--- src/rtl/reg_file_pkg.sv ---
// reg_file_pkg: shared defaults and helpers
// for the decode-stage register file slice.
package reg_file_pkg;

  localparam int DEF_DATA_W = 32;
  localparam int DEF_ADDR_W = 5;

  function automatic int slice_off(
    input int p,
    input int w
  );
    return p * w;
  endfunction

endpackage

--- src/rtl/reg_file_rd_port.sv ---
// reg_file_rd_port: one combinational read
// port with zero-reg mask and write bypass.
module reg_file_rd_port
  import reg_file_pkg::*;
#(
  parameter int DATA_W   = DEF_DATA_W,
  parameter int ADDR_W   = DEF_ADDR_W,
  parameter int BYPASS   = 1,
  parameter int ZERO_REG = 1,
  parameter int DEPTH    = 2 ** ADDR_W
) (
  input  logic [DEPTH-1:0][DATA_W-1:0] mem,
  input  logic [DEPTH-1:0]             busy,
  input  logic [ADDR_W-1:0]            rd_addr,
  input  logic                         wr_ok,
  input  logic [ADDR_W-1:0]            wr_addr,
  input  logic [DATA_W-1:0]            wr_data,
  output logic [DATA_W-1:0]            rd_data,
  output logic                         rd_busy
);

  logic hit;
  logic is_zero;

  assign hit     = (BYPASS != 0) && wr_ok
                && (wr_addr == rd_addr);
  assign is_zero = (ZERO_REG != 0)
                && (rd_addr == '0);

  // Stored value, overridden by a same-cycle
  // writeback, then masked for register 0.
  always_comb begin
    rd_data = mem[rd_addr];
    rd_busy = busy[rd_addr];
    if (hit) begin
      rd_data = wr_data;
      rd_busy = 1'b0;
    end
    if (is_zero) begin
      rd_data = '0;
      rd_busy = 1'b0;
    end
  end

endmodule

--- src/rtl/reg_file_sb.sv ---
// reg_file_sb: multi-port register file with
// write bypass and a busy scoreboard.
module reg_file_sb
  import reg_file_pkg::*;
#(
  parameter int DATA_W   = DEF_DATA_W,
  parameter int ADDR_W   = DEF_ADDR_W,
  parameter int NUM_RD   = 2,
  parameter int BYPASS   = 1,
  parameter int ZERO_REG = 1
) (
  input  logic                     clk,
  input  logic                     rst,
  input  logic [NUM_RD*ADDR_W-1:0] rd_addr,
  output logic [NUM_RD*DATA_W-1:0] rd_data,
  output logic [NUM_RD-1:0]        rd_busy,
  input  logic                     wr_en,
  input  logic [ADDR_W-1:0]        wr_addr,
  input  logic [DATA_W-1:0]        wr_data,
  input  logic                     issue_en,
  input  logic [ADDR_W-1:0]        issue_addr,
  output logic [ADDR_W:0]          busy_cnt
);

  localparam int DEPTH = 2 ** ADDR_W;
  localparam logic [ADDR_W:0] ONE = 1;

  logic [DEPTH-1:0][DATA_W-1:0] mem;
  logic [DEPTH-1:0]             busy;
  logic [DEPTH-1:0]             busy_nxt;
  logic [ADDR_W:0]              cnt_nxt;
  logic                         wr_ok;
  logic                         iss_ok;
  logic                         set_inc;
  logic                         clr_dec;

  assign wr_ok  = wr_en && !((ZERO_REG != 0)
               && (wr_addr == '0));
  assign iss_ok = issue_en && !((ZERO_REG != 0)
               && (issue_addr == '0));

  // Issue sets busy and beats a same-cycle
  // writeback clear of the same register.
  always_comb begin
    busy_nxt = busy;
    for (int r = 0; r < DEPTH; r++) begin
      if (iss_ok && issue_addr == ADDR_W'(r))
        busy_nxt[r] = 1'b1;
      else if (wr_ok && wr_addr == ADDR_W'(r))
        busy_nxt[r] = 1'b0;
    end
  end

  // Running popcount: only real 0->1 and 1->0
  // transitions move the counter.
  always_comb begin
    set_inc = iss_ok && !busy[issue_addr];
    clr_dec = wr_ok && busy[wr_addr]
           && !(iss_ok && issue_addr == wr_addr);
    cnt_nxt = busy_cnt;
    unique case ({set_inc, clr_dec})
      2'b10:   cnt_nxt = busy_cnt + ONE;
      2'b01:   cnt_nxt = busy_cnt - ONE;
      default: cnt_nxt = busy_cnt;
    endcase
  end

  // Storage write; reset clears all contents.
  always_ff @(posedge clk) begin
    if (rst)
      mem <= '0;
    else if (wr_ok)
      mem[wr_addr] <= wr_data;
  end

  // Scoreboard and counter registers.
  always_ff @(posedge clk) begin
    if (rst) begin
      busy     <= '0;
      busy_cnt <= '0;
    end else begin
      busy     <= busy_nxt;
      busy_cnt <= cnt_nxt;
    end
  end

  for (genvar p = 0; p < NUM_RD; p++) begin : g_rd
    reg_file_rd_port #(
      .DATA_W   (DATA_W),
      .ADDR_W   (ADDR_W),
      .BYPASS   (BYPASS),
      .ZERO_REG (ZERO_REG),
      .DEPTH    (DEPTH)
    ) u_rd (
      .mem     (mem),
      .busy    (busy),
      .rd_addr (rd_addr[slice_off(p, ADDR_W) +: ADDR_W]),
      .wr_ok   (wr_ok),
      .wr_addr (wr_addr),
      .wr_data (wr_data),
      .rd_data (rd_data[slice_off(p, DATA_W) +: DATA_W]),
      .rd_busy (rd_busy[p])
    );
  end

endmodule

--- config.mk ---
export PLATFORM = sky130hd
export DESIGN_NAME = reg_file_sb
export DESIGN_NICKNAME = d
export VERILOG_FILES = /design/src/rtl/reg_file_pkg.sv /design/src/rtl/reg_file_rd_port.sv /design/src/rtl/reg_file_sb.sv
export SDC_FILE = /design/constraint.sdc
export NUM_CORES = 2
export LEC_CHECK = 0
export BUFFER_PORTS_ARGS = -buffer_cell sky130_fd_sc_hd__buf_2
export CAP_MARGIN = 20
export CORE_MARGIN = 5
export CORE_UTILIZATION = 57
export CTS_BUF_LIST = sky130_fd_sc_hd__clkbuf_8 sky130_fd_sc_hd__clkbuf_16
export CTS_CLUSTER_DIAMETER = 40
export DETAILED_ROUTE_END_ITERATION = 8
export PLACE_DENSITY = 0.77
export SLEW_MARGIN = 20
export SYNTH_ARGS = -nofsm -noshare
export SYNTH_HDL_FRONTEND = slang
export SYNTH_SLANG_ARGS = --single-unit
--- constraint.sdc ---
create_clock -name clk -period 3.5 [get_ports clk]
set_clock_uncertainty 0.1 [all_clocks]
set_input_delay 0.35 -clock clk [delete_from_list [all_inputs] [get_ports clk]]
set_output_delay 0.35 -clock clk [all_outputs]
set_load 0.03 [all_outputs]
==> impl_metrics.py <==
metrics = {
    "run_status": {
        "outcome": "finished with violations",
        "violations": "negative setup slack",
    },
    "sta": {
        "fmax_ghz": 0.284,
        "slew_headroom": 0.265,
        "finalCritPeriodShare": 1.01,
        "fin_crit_ps": 3520,
        "finalMaxSlewViolations": 0,
        "setup_viol": 1,
        "fin_ws_ps": -20.8,
        "hold_viol": 0,
        "rsz0062_at_grt": "no",
        "tightest_slew_ps": 1100,
    },
    "placed_design": {
        "gp_congestion": 0.964,
        "preCtsSetupSlack_ps": -116,
        "dp_hpwl_mm": 132,
        "place_area_um2": 57600,
        "placed_cells": 7313,
        "io_buffers": 127,
    },
    "clock_tree": {
        "cts_tree": "yes",
        "numCtsBuffers": 143,
        "hold_buffers": 4,
        "insertion_delay_ps": 760,
        "cts.sinks": 1062,
        "cts_root_buffer": "clkbuf_16",
        "post-cts-setup-buffer-count": 0,
        "clockBufferDepth": 3,
        "cts_htree_levels": 4,
        "clk_transition_reported_paths_ps": 50,
        "cts_resized": 0,
    },
    "worst_hold_path": {
        "hold_path_class": "input port to register",
    },
    "global_routing": {
        "grt_overflow": 0,
        "grt_pass1_vias": 50789,
        "grt_max_degree": 155,
        "antenna_found_initial": 20,
        "grt_first_pass_wirelength_mm": 319,
        "grt_usage": 0.409,
    },
    "final_layout": {
        "final_common_cell": "nand2_1",
        "layout.cells.non_filler": 7597,
        "num-nets-final": 6259,
        "drive_above_1_share": 0.195,
        "multi_input_area_um2": 31000,
        "seqCellArea_um2": 21300,
        "nFillCells": 7320,
        "final_cell_mix": "nand2_1, a21oi_1, dfxtp_1",
        "design_area_um2": 62700,
        "area_growth_pct": 14.7,
    },
    "die": {
        "die_height_um": 320,
        "die_w_um": 320,
        "dieArea_um2": 102000,
        "row_count": 113,
        "core_area_um2": 95200,
        "initial_utilization": 0.575,
        "io_pins": 128,
    },
    "synth": {
        "synth_edf_count": 0,
        "syn_area_um2": 54700,
        "yosysWarnings": 0,
        "ys_seq_area_frac": 0.389,
        "syn_nets": 6362,
        "synth-seq-cells": 1062,
        "async_flop_share": 0,
        "synthFlopType": "dfxtp_1",
        "synthCells": 6300,
        "ys_types": 60,
        "avgSynthCellArea_um2": 8.68,
    },
    "detailed_routing": {
        "drc": 0,
        "drt-initial-drc-count": 9444,
        "ant_nets": 0,
        "vias_per_cell": 7.02,
        "vias": 53325,
        "wl_per_cell_um": 28.9,
        "dr.pass1.iters": 9,
        "wl_mm": 219,
    },
    "flow_run": {
        "drv_cap": 0,
    },
    "power_and_ir_drop": {
        "power.leakage_nw": 21.2,
        "p_per_area_nw_per_um2": 486,
        "p_total_mw": 30.5,
        "ir_drop_mv": 0.406,
    },
    "critical_path": {
        "path_class": "input port to output port",
        "cp.arrival_ps": 3070,
        "cp_max_fo": 28,
        "start_kind": "input port",
        "cp.required_ps": 3050,
        "end_kind": "output port",
    },
}
-- through the flow --
stage               hold WS, ps   util  setup TNS [ps]
detailed placement          355  0.605            -220
finish                     57.2  0.659           -20.8
global route               44.6  0.659               0
CTS                        12.1  0.659               0
floorplan                   343      -               0
global placement            348  0.605            -249
-- Yosys cell counts, types with 10 or more instances --
cell	number	share of area
nand2_1	2102	0.14
o221ai_1	63	0.010
mux4_2	433	0.18
dfxtp_1	1062	0.39
nand2b_1	23	0.0026
a32o_1	41	0.0075
clkbuf_2	19	0.0017
clkbuf_1	528	0.036
buf_2	68	0.0062
o32ai_1	21	0.0034
xnor2_1	13	0.0021
a21oi_1	1070	0.098
a31oi_1	11	0.0013
nor2_1	107	0.0073
nand3_1	23	0.0021
nor2b_1	49	0.0056
mux2_2	33	0.0068
mux2i_1	240	0.044
buf_1	23	0.0016
buf_4	31	0.0043
a221oi_1	45	0.0072
nor3_1	35	0.0032
o22ai_1	10	0.0011
a221o_1	34	0.0062
a22oi_1	116	0.016
-- worst paths after layout --
check	slack, ps	endpoint	from	depth (start not counted)
max	-20	rd_data[38]	wr_addr[0]	10
min	60	mem[615]	wr_data[7]	3
max reg2reg	260	busy_cnt[5]	busy[7]	10
min reg2reg	360	mem[66]	mem[66]	2
-- critical path, cell delays in order --
cell and delay, ps:
buf_2 220, buf_4 270, or4_1 470, o21ai_1 200, buf_4 180, o31a_2 170, buf_4 360, a21oi_1 120
o32ai_1 360, buf_2 320
-- final cells by class --
| cell class | count | area share |
|---|---|---|
| clock inverter | 105 | 0.0194 |
| antenna | 16 | 0.000638 |
| sequential | 1062 | 0.339 |
| clock buffer | 159 | 0.0611 |
| multi-input combinational | 4556 | 0.494 |
| tap | 1265 | 0.0252 |
| inverter | 6 | 0.000359 |
| timing repair buffer | 428 | 0.0605 |
-- power breakdown --
group          switching (mW)  internal [mW]  leakage (nW)
combinational            1.97          0.854          10.2
clock                    6.05           9.34          2.46
sequential             0.0724           12.2          8.56
total                    8.09           22.4          21.2
-- layer usage --
metal | track usage | up-vias | part of all wire
met4 | 0.275 | 10 | 0.087
li1 | - | 22012 | -
met2 | 0.585 | 4822 | 0.41
met5 | 0 | - | 0.00030
met1 | 0.505 | 25071 | 0.33
met3 | 0.173 | 1410 | 0.18
-- registers in the layout, summed over array words and instances (netlist names) --
| register | cells |
|---|---|
| busy_cnt | 6 |
| busy | 32 |
| mem | 1024 |
-- kinds of logic after synthesis --
kind of cell | count (synthesis) | share of synthesized area
and+or+nand+nor | 2383 | 0.171
xor gates and xnor gates | 19 | 0.00304
buffers and inverters | 682 | 0.0519
muxes | 706 | 0.229
AOI/OAI and AO/OA | 1442 | 0.155
DFF | 1062 | 0.389
adders and majority gates | 6 | 0.00151
No activity file was read; power rests on OpenSTA's default activity.
